File: src/rtl/fifo_arb_pkg.sv
// Shared types and constants for the FIFO arbiter/controller slice.
package fifo_arb_pkg;

  // Number of requesters sharing the FIFO and their bit positions in request vectors
  localparam int NUM_REQ = 3;
  localparam int REQ_WR0 = 0;
  localparam int REQ_WR1 = 1;
  localparam int REQ_RD  = 2;

  // Controller states: one FIFO operation walks IDLE -> STB -> REL -> DONE
  typedef enum logic [2:0] {
    IDLE  = 3'd0,
    STB   = 3'd1,
    REL   = 3'd2,
    DONE  = 3'd3,
    FLUSH = 3'd4
  } state_t;

  // Which requester owns the operation in flight (also the round-robin pointer)
  typedef enum logic [1:0] {
    G_WR0 = 2'd0,
    G_WR1 = 2'd1,
    G_RD  = 2'd2
  } grant_t;

  // The FIFO status flags are active-low: TRUE means "the condition holds"
  localparam logic TRUE  = 1'b0;
  localparam logic FALSE = 1'b1;

  // Convert a one-hot arbiter grant into the encoded grant
  function automatic grant_t onehot_to_grant(input logic [NUM_REQ-1:0] oh);
    grant_t g;
    g = G_WR0;
    if (oh[REQ_WR1]) g = G_WR1;
    if (oh[REQ_RD])  g = G_RD;
    return g;
  endfunction

  // Requesters that come after 'last' in the wr0 -> wr1 -> rd order (no wrap)
  function automatic logic [NUM_REQ-1:0] after_last(input grant_t last);
    logic [NUM_REQ-1:0] mask;
    case (last)
      G_WR0:   mask = 3'b110;
      G_WR1:   mask = 3'b100;
      default: mask = 3'b000;
    endcase
    return mask;
  endfunction

endpackage

File: src/rtl/fifo_rr_arb3.sv
// Three-way round-robin arbiter: the requester after the last one served wins first.
module fifo_rr_arb3
  import fifo_arb_pkg::*;
(
  input  logic [NUM_REQ-1:0] eligible,
  input  grant_t             last,
  output logic [NUM_REQ-1:0] grant
);

  logic [NUM_REQ-1:0] masked;
  logic [NUM_REQ-1:0] pick_src;

  // Look only past the last winner first; if nobody is there, wrap to the lowest index
  always_comb begin
    masked   = eligible & after_last(last);
    pick_src = (masked != '0) ? masked : eligible;
    grant    = pick_src & (~pick_src + NUM_REQ'(1));
  end

endmodule

File: src/rtl/fifo_arb_ctrl.sv
// Shares one fifo_mxn between two writers and one reader, one operation per 4 cycles.
module fifo_arb_ctrl
  import fifo_arb_pkg::*;
#(
  parameter int dw = 8,
  parameter int aw = 4
)(
  input  logic          clk,
  input  logic          rst,
  input  logic          flush,
  input  logic          wr0_req,
  input  logic [dw-1:0] wr0_dat,
  output logic          wr0_ack,
  input  logic          wr1_req,
  input  logic [dw-1:0] wr1_dat,
  output logic          wr1_ack,
  input  logic          rd_req,
  output logic [dw-1:0] rd_dat,
  output logic          rd_vld,
  output logic          busy,
  output logic          fifo_rst_n,
  output logic          fifo_ien,
  output logic          fifo_oen,
  output logic [dw-1:0] fifo_idat,
  input  logic [dw-1:0] fifo_odat,
  input  logic          fifo_full,
  input  logic          fifo_empty,
  input  logic [aw-1:0] fifo_level
);

  state_t             state, state_nxt;
  grant_t             grant, grant_nxt;
  grant_t             last, last_nxt;
  logic [dw-1:0]      idat_nxt;
  logic               ien_nxt;
  logic               oen_nxt;
  logic [NUM_REQ-1:0] eligible;
  logic [NUM_REQ-1:0] arb_grant;

  // Who may be served right now; the FIFO flags are active-low
  always_comb begin
    eligible          = '0;
    eligible[REQ_WR0] = wr0_req & (fifo_full  == FALSE);
    eligible[REQ_WR1] = wr1_req & (fifo_full  == FALSE);
    eligible[REQ_RD]  = rd_req  & (fifo_empty == FALSE);
  end

  fifo_rr_arb3 u_arb (
    .eligible (eligible),
    .last     (last),
    .grant    (arb_grant)
  );

  // Next state, grant latch and strobe levels; flush overrides everything
  always_comb begin
    state_nxt = state;
    grant_nxt = grant;
    last_nxt  = last;
    idat_nxt  = fifo_idat;
    ien_nxt   = 1'b0;
    oen_nxt   = 1'b0;

    case (state)
      IDLE: begin
        if (arb_grant != '0) begin
          grant_nxt = onehot_to_grant(arb_grant);
          last_nxt  = onehot_to_grant(arb_grant);
          if (arb_grant[REQ_WR1]) begin
            idat_nxt = wr1_dat;
          end else if (arb_grant[REQ_WR0]) begin
            idat_nxt = wr0_dat;
          end
          ien_nxt   = arb_grant[REQ_WR0] | arb_grant[REQ_WR1];
          oen_nxt   = arb_grant[REQ_RD];
          state_nxt = STB;
        end
      end
      STB:     state_nxt = REL;
      REL:     state_nxt = DONE;
      DONE:    state_nxt = IDLE;
      FLUSH:   state_nxt = IDLE;
      default: state_nxt = IDLE;
    endcase

    if (flush) begin
      state_nxt = FLUSH;
      grant_nxt = grant;
      last_nxt  = last;
      idat_nxt  = fifo_idat;
      ien_nxt   = 1'b0;
      oen_nxt   = 1'b0;
    end
  end

  // State, grant, pointer and registered FIFO strobes; wr0 gets first service after reset
  always_ff @(posedge clk) begin
    if (rst) begin
      state     <= IDLE;
      grant     <= G_WR0;
      last      <= G_RD;
      fifo_idat <= '0;
      fifo_ien  <= 1'b0;
      fifo_oen  <= 1'b0;
    end else begin
      state     <= state_nxt;
      grant     <= grant_nxt;
      last      <= last_nxt;
      fifo_idat <= idat_nxt;
      fifo_ien  <= ien_nxt;
      fifo_oen  <= oen_nxt;
    end
  end

  // Completion pulses and FIFO reset; the FIFO has already committed the operation in DONE
  always_comb begin
    busy       = (state != IDLE);
    fifo_rst_n = ~(rst | (state == FLUSH));
    wr0_ack    = (state == DONE) && (grant == G_WR0);
    wr1_ack    = (state == DONE) && (grant == G_WR1);
    rd_vld     = (state == DONE) && (grant == G_RD);
    rd_dat     = rd_vld ? fifo_odat : '0;
  end

  // The level is only watched: an empty FIFO must report zero entries
  assert property (@(posedge clk) disable iff (rst)
                   (fifo_empty == TRUE) |-> (fifo_level == '0));

endmodule

File: config.mk
export PLATFORM = sky130hd
export DESIGN_NAME = fifo_arb_ctrl
export DESIGN_NICKNAME = d
export VERILOG_FILES = /design/src/rtl/fifo_arb_pkg.sv /design/src/rtl/fifo_rr_arb3.sv /design/src/rtl/fifo_arb_ctrl.sv
export SDC_FILE = /design/constraint.sdc
export NUM_CORES = 1
export LEC_CHECK = 0
export CORE_MARGIN = 2
export CORE_UTILIZATION = 38
export DETAILED_ROUTE_END_ITERATION = 8
export PLACE_DENSITY = 0.84
export SYNTH_ARGS = -nofsm -noshare
export SYNTH_HDL_FRONTEND = slang
export SYNTH_HIERARCHICAL = 1
export SYNTH_SLANG_ARGS = --single-unit
File: constraint.sdc
create_clock -name clk -period 5.19 [get_ports clk]
set_clock_uncertainty 0.2 [all_clocks]
set_input_delay 0.519 -clock clk [delete_from_list [all_inputs] [get_ports clk]]
set_output_delay 0.519 -clock clk [all_outputs]
set_load 0.005 [all_outputs]
==> flow_summary_export.csv, run 1 <==
group,metric,value,unit
status,status,"finished, final reports clean",
synth,synth.ff_latch_count,16,
power_and_ir_drop,peakVddDrop,0.159,mV
global_route,grt_overflow,0,
synth,ys_seq_area_frac,0.351,
global_route,grt_pass1_vias,898,
global_route,antenna_found_initial,0,
detailed_routing,routedWlPerCell,14.0,µm
critical_path,start_kind,"input pin",
sta,grt_setup_unrepaired,"false",
synth,synth_fp_nets,131,
hold_path,hold_path_depth,2,
layout,final_nets,184,
clocking,path_clk_slew,0.10,ns
synth,avgSynthCellArea,9.60,µm²
critical_path,crit_fanout,17,
layout,fin_util,0.666,
sta,post-route-min-period,2.85,ns
sta,fin_crit_sh,0.549,
critical_path,cpMaxStageDelayCell,"clkdlybuf4s50_1",
place,gp_congestion,0.746,
critical_path,cpMostUsedCell,"clkdlybuf4s50_1",
sta,finalHoldViolations,0,
clocking,holdBufCountCts,0,
synth,async_reset_ff_frac,0,
synth,synth_edf_count,0,
critical_path,r2r_start,"last[1]",
critical_path,worst-setup-path-type,"in -> out",
hold_path,min_path_type,"reg -> reg",
critical_path,critPathArrivalTime,2.13,ns
critical_path,reg2regPathDepth,5,
place,dp_hpwl,1920,µm
critical_path,critical_path.max_stage_delay,0.80,ns
global_route,grt_pass1_wl,3730,µm
clocking,cts_resized,0,
clocking,cts.path.max_buffers,2,
sta,timing.hold.ws,0.343,ns
detailed_routing,drtIter0Drc,8,
detailed_routing,first_pass_iters,4,
critical_path,crit_chain,"clkdlybuf4s50_1 > a21oi_1 > clkdlybuf4s50_1",
sta,setup_ws,2.34,ns
layout,fin_cells,175,
floorplan,die-area,2810,µm²
flow_run,maxCapViolations,0,
floorplan,fp.dieW,53.0,µm
sta,fin_tns_setup,0,ns
floorplan,start_util,0.408,
clocking,cts_buffers,3,
floorplan,rows,17,
synth,synth_ff_type,"dfxtp_1",
layout,fillers,178,
place,placed_cell_area,1450,µm²
layout,regArea,320,µm²
clocking,cts_sinks,16,
sta,report.final.slew_viol_count,0,
place,io_buffers,54,
hold_path,hold_path_end,"grant[1]",
layout,antenna_cells,0,
floorplan,io_pins,59,
clocking,clk_latency,0.28,ns
synth,syn_inst,95,
place,dp_slack,2.09,ns
layout,final_layout_size_suffix_gt1_frac,0.170,
synth,synth.distinct_cells,32,
detailed_routing,via_per_inst,5.27,
global_route,track_usage,0.181,
critical_path,reg2reg_to,"fifo_idat[0]",
sta,slew_headroom,0.472,
floorplan,fp.dieH,53.0,µm
critical_path,crit_path_end_kind,"primary output",
synth,yosys_warnings,6,
layout,area_delta_synth_final,63.0,%
power_and_ir_drop,power_density,207,nW/µm²
clocking,htreeDepth,1,
hold_path,worstHoldStart,"grant[1]",
detailed_routing,vias,923,
layout,final_area,1490,µm²
layout,multi_input_area,551,µm²
clocking,clock-root-buffer,"clkbuf_4",
clocking,post_cts.repair.setup_buffers,0,
place,place_inst,171,
clocking,cts_tree,"done",
sta,setup_viol,0,
sta,tightestPinTransition,0.790,ns
detailed_routing,ant_nets,0,
floorplan,core,2230,µm²
power_and_ir_drop,total_power,0.308,mW
detailed_routing,drc,0,
sta,fmax,0.351,GHz
critical_path,worstPathRequired,4.47,ns
detailed_routing,wl,2460,µm
global_route,grt_start_max_net_pins,18,
critical_path,r2r_setup_slack,2.87,ns
power_and_ir_drop,p_leak,0.514,nW
synth,synthesis.area,912,µm²
worst max-delay path, delay by kind of cell:
family	cells	cell delay, ns
buffers and inverters	2	1.33
AOI/OAI and AO/OA	1	0.28
registers in the layout, summed over array words and instances (netlist names):
| register | cells |
|---|---|
| fifo_idat | 8 |
| state | 3 |
| grant | 2 |
| fifo_ien | 1 |
| fifo_oen | 1 |
| last | 1 |
worst max path at each step:
stage / start / end
after floorplan: wr1_req / state[0]
after global placement: fifo_full / fifo_idat[0]
after detailed placement: fifo_full / fifo_idat[0]
after CTS: rst / fifo_rst_n
after global routing: fifo_full / fifo_idat[2]
final: rst / fifo_rst_n
cell families after synthesis:
| group | after synthesis | share of synthesized area |
|---|---|---|
| AOI/OAI and AO/OA | 26 | 0.228 |
| muxes | 8 | 0.0878 |
| DFF | 16 | 0.351 |
| xor gates and xnor gates | 1 | 0.00960 |
| and+or+nand+nor | 37 | 0.278 |
| buffers and inverters | 7 | 0.0453 |
routing by layer:
layer | track usage | vias to the layer above | part of all wire
met5 | 0 | - | 0
met3 | 0.0452 | 2 | 0.093
met2 | 0.346 | 38 | 0.50
li1 | - | 451 | -
met1 | 0.186 | 432 | 0.40
met4 | 0.0726 | 0 | 0.0057
layout make-up:
class                           count  share of cell area
Timing Repair Buffer               54               0.364
Clock buffer                        4              0.0244
Sequential cell                    16               0.215
Tap cell                           28              0.0236
Inverter                            1             0.00253
Multi-Input combinational cell     72               0.370
placed cells by master, fill, tap and decap left out, types with 2 or more instances in the layout:
master           instances
a211oi_2                 8
a21oi_1                 11
and2_1                   4
and2_2                   8
clkbuf_4                 3
clkdlybuf4s50_1         54
dfxtp_1                 16
mux2i_1                  8
nand2_1                  3
nand2b_1                 2
nand3b_1                 2
nor2_1                   5
nor2b_1                  2
nor3_1                   2
nor4_1                   2
o21ai_0                  2
power breakdown:
part	switching, mW	internal (mW)	leakage, nW
logic	0.0346	0.0517	0.362
registers	0.00714	0.131	0.131
clock network	0.0409	0.0428	0.0210
Yosys cell counts, drive strengths merged (2+ instances only):
cell type  number  area share
a211oi          8        0.11
a21oi          11       0.060
and2           12       0.093
buf             5       0.037
dfxtp          16        0.35
mux2i           8       0.088
nand2           3       0.012
nand2b          2       0.014
nand3b          2       0.016
nor2            5       0.021
nor2b           2       0.014
nor3            2       0.011
nor3b           2       0.029
nor4            3       0.037
o21ai           3       0.016
Power figures use the tool's default switching activity.
==> inputs of run 2 (changes only) <==
--- a/config.mk
+++ b/config.mk
@@ -6,9 +6,9 @@
 export NUM_CORES = 1
 export LEC_CHECK = 0
 export CORE_MARGIN = 2
-export CORE_UTILIZATION = 38
+export CORE_UTILIZATION = 32
 export DETAILED_ROUTE_END_ITERATION = 8
-export PLACE_DENSITY = 0.84
+export PLACE_DENSITY = 0.75
 export SYNTH_ARGS = -nofsm -noshare
 export SYNTH_HDL_FRONTEND = slang
 export SYNTH_HIERARCHICAL = 1
==> constraint.sdc (replaced) <==
create_clock -name clk -period 2.4 [get_ports clk]
set_clock_uncertainty 0.2 [all_clocks]
set_input_delay 0.24 -clock clk [delete_from_list [all_inputs] [get_ports clk]]
set_output_delay 0.24 -clock clk [all_outputs]
set_load 0.005 [all_outputs]
==> flow_summary_export.csv, run 2 (synthesized netlist as in run 1, its figures left out) <==
group,metric,value,unit
layout,largest_reg_flops,8,
sta,report.final.slew_viol_count,0,
hold_path,min_path_type,"reg -> reg",
layout,fillers,240,
global_route,grt_overflow,0,
sta,fmax,0.431,GHz
detailed_routing,via_per_inst,5.05,
critical_path,critPathTopFamily,"simple AND/OR/NAND/NOR gates",
clocking,htreeDepth,1,
floorplan,start_util,0.334,
layout,fin_util,0.569,
place,io_buffers,54,
critical_path,crit_path_start,"state[2]",
global_route,grt_pass1_wl,3990,µm
layout,final_common_cell,"clkdlybuf4s50_1",
critical_path,crit_path_end_kind,"primary output",
layout,area_delta_synth_final,70.6,%
critical_path,crit_cells,4,
critical_path,worstPathRequired,1.96,ns
sta,tightestPinTransition,0.475,ns
layout,final_nets,192,
sta,fin_crit_sh,0.967,
sta,setup_viol,0,
critical_path,critPathArrivalTime,1.88,ns
clocking,cts_sinks,16,
status,status,"finished, final reports clean",
floorplan,core,2730,µm²
critical_path,worst-setup-path-type,"reg -> out",
layout,mostFrequentLayoutCells,"53 x clkdlybuf4s50_1, 13 x dfxtp_1, 11 x a21oi_1",
global_route,track_usage,0.153,
global_route,grt_start_max_net_pins,17,
critical_path,r2r_setup_slack,0.32,ns
power_and_ir_drop,clkPwrFrac,0.217,
power_and_ir_drop,p_int,0.462,mW
floorplan,fp.dieW,57.4,µm
detailed_routing,routedWlPerCell,14.0,µm
critical_path,r2r_start,"grant[0]",
sta,post-route-min-period,2.32,ns
detailed_routing,drc,0,
layout,final_area,1560,µm²
detailed_routing,vias,935,
critical_path,reg2reg_to,"fifo_idat[0]",
sta,finalHoldViolations,0,
layout,final_layout_size_suffix_gt1_frac,0.227,
power_and_ir_drop,p_comb_frac,0.314,
global_route,antenna_found_initial,0,
power_and_ir_drop,p_switching,0.171,mW
critical_path,cpMaxStageDelayCell,"clkdlybuf4s50_1",
critical_path,start_kind,"flip-flop",
floorplan,fp.dieH,57.4,µm
place,placed_cell_area,1490,µm²
layout,antenna_cells,0,
power_and_ir_drop,peakVddDrop,0.408,mV
power_and_ir_drop,total_power,0.633,mW
floorplan,io_pins,59,
clocking,cts.path.max_buffers,2,
critical_path,crit_chain,"nand3b_1 > nor3b_2 > and2_2 > clkdlybuf4s50_1",
global_route,grt_pass1_vias,946,
detailed_routing,wl,2600,µm
clocking,cts_buffers,3,
power_and_ir_drop,p_leak,0.563,nW
floorplan,die-area,3290,µm²
critical_path,critical_path.max_stage_delay,0.49,ns
place,dp_hpwl,1930,µm
critical_path,endpoint,"rd_dat[0]",
layout,regMostFlops,"fifo_idat",
flow_run,maxCapViolations,0,
detailed_routing,drtIter0Drc,6,
clocking,clock-root-buffer,"clkbuf_4",
place,gp_congestion,0.712,
floorplan,rows,19,
layout,reg_top3,"fifo_idat (8), state (3), grant (2)",
clocking,path_clk_slew,0.09,ns
clocking,clk_latency,0.28,ns
clocking,cts_tree,"done",
critical_path,crit_fanout,5,
detailed_routing,ant_nets,0,
sta,slew_headroom,0.683,
power_and_ir_drop,power_density,407,nW/µm²
critical_path,path_buf_inv,1,
power_and_ir_drop,switching_share,0.270,
detailed_routing,first_pass_iters,4,
critical_path,reg2regPathDepth,5,
power_and_ir_drop,power.share.sequential,0.469,
## run 2: worst reg2reg max path: cells and delay by family (launching register included)
kind            cells  cell delay [ns]
flops               1             0.51
simple gates        3             0.92
compound gates      2             0.33
## run 2: what timing repair did
action                     in CTS  in global routing
pin swaps                       1                  3
gates resized for setup         2                  6
cloned                          0                  1
buffers inserted                0                  2
setup endpoints to repair       8                  8
hold buffers                    0                  0
## run 2: power by group through the flow
stage | Clock, mW | Combinational [mW] | Sequential (mW)
after global routing | 0.149 | 0.217 | 0.300
final | 0.137 | 0.199 | 0.297
after detailed placement | 0 | 0.196 | 0.305
after global placement | 0 | 0.192 | 0.304
after floorplan | 0 | 0.0950 | 0.304
after CTS | 0.141 | 0.198 | 0.299
## run 2: through the flow
stage	TNS (ns)	setup WS (ns)	instances	hold slack, ns
final	0	0.0782	185	0.241
after CTS	0	0.00352	182	0.322
after global routing	-0.115	-0.0292	185	0.254
after floorplan	0	0.642	95	0.117
after detailed placement	-0.00939	-0.00877	179	0.309
after global placement	0	0.0614	179	0.294
## run 2: final cells by class
type                            count  area (µm²)  area share
Clock buffer                        3        22.5      0.0145
Inverter                            1        3.75     0.00241
Multi-Input combinational cell     73         564       0.363
Sequential cell                    16         332       0.213
Tap cell                           31        38.8      0.0249
Timing Repair Buffer               61         596       0.383
## run 2: per-layer routing
layer  track usage  up-vias  share of wire
met5             0        -              0
li1              -      467              -
met1         0.165      428           0.40
met4        0.0698        0         0.0085
met3        0.0272        2          0.078
met2         0.286       38           0.51
## run 2: how the worst min path moves through the flow
stage,end,startpoint,slack [ns],depth (start not counted)
after floorplan,state[1],flush,0.12,1
after global placement,grant[1],grant[1],0.29,2
after detailed placement,grant[1],grant[1],0.31,2
after CTS,grant[1],grant[1],0.32,2
after global routing,state[1],state[2],0.25,1
final,state[1],state[2],0.24,1
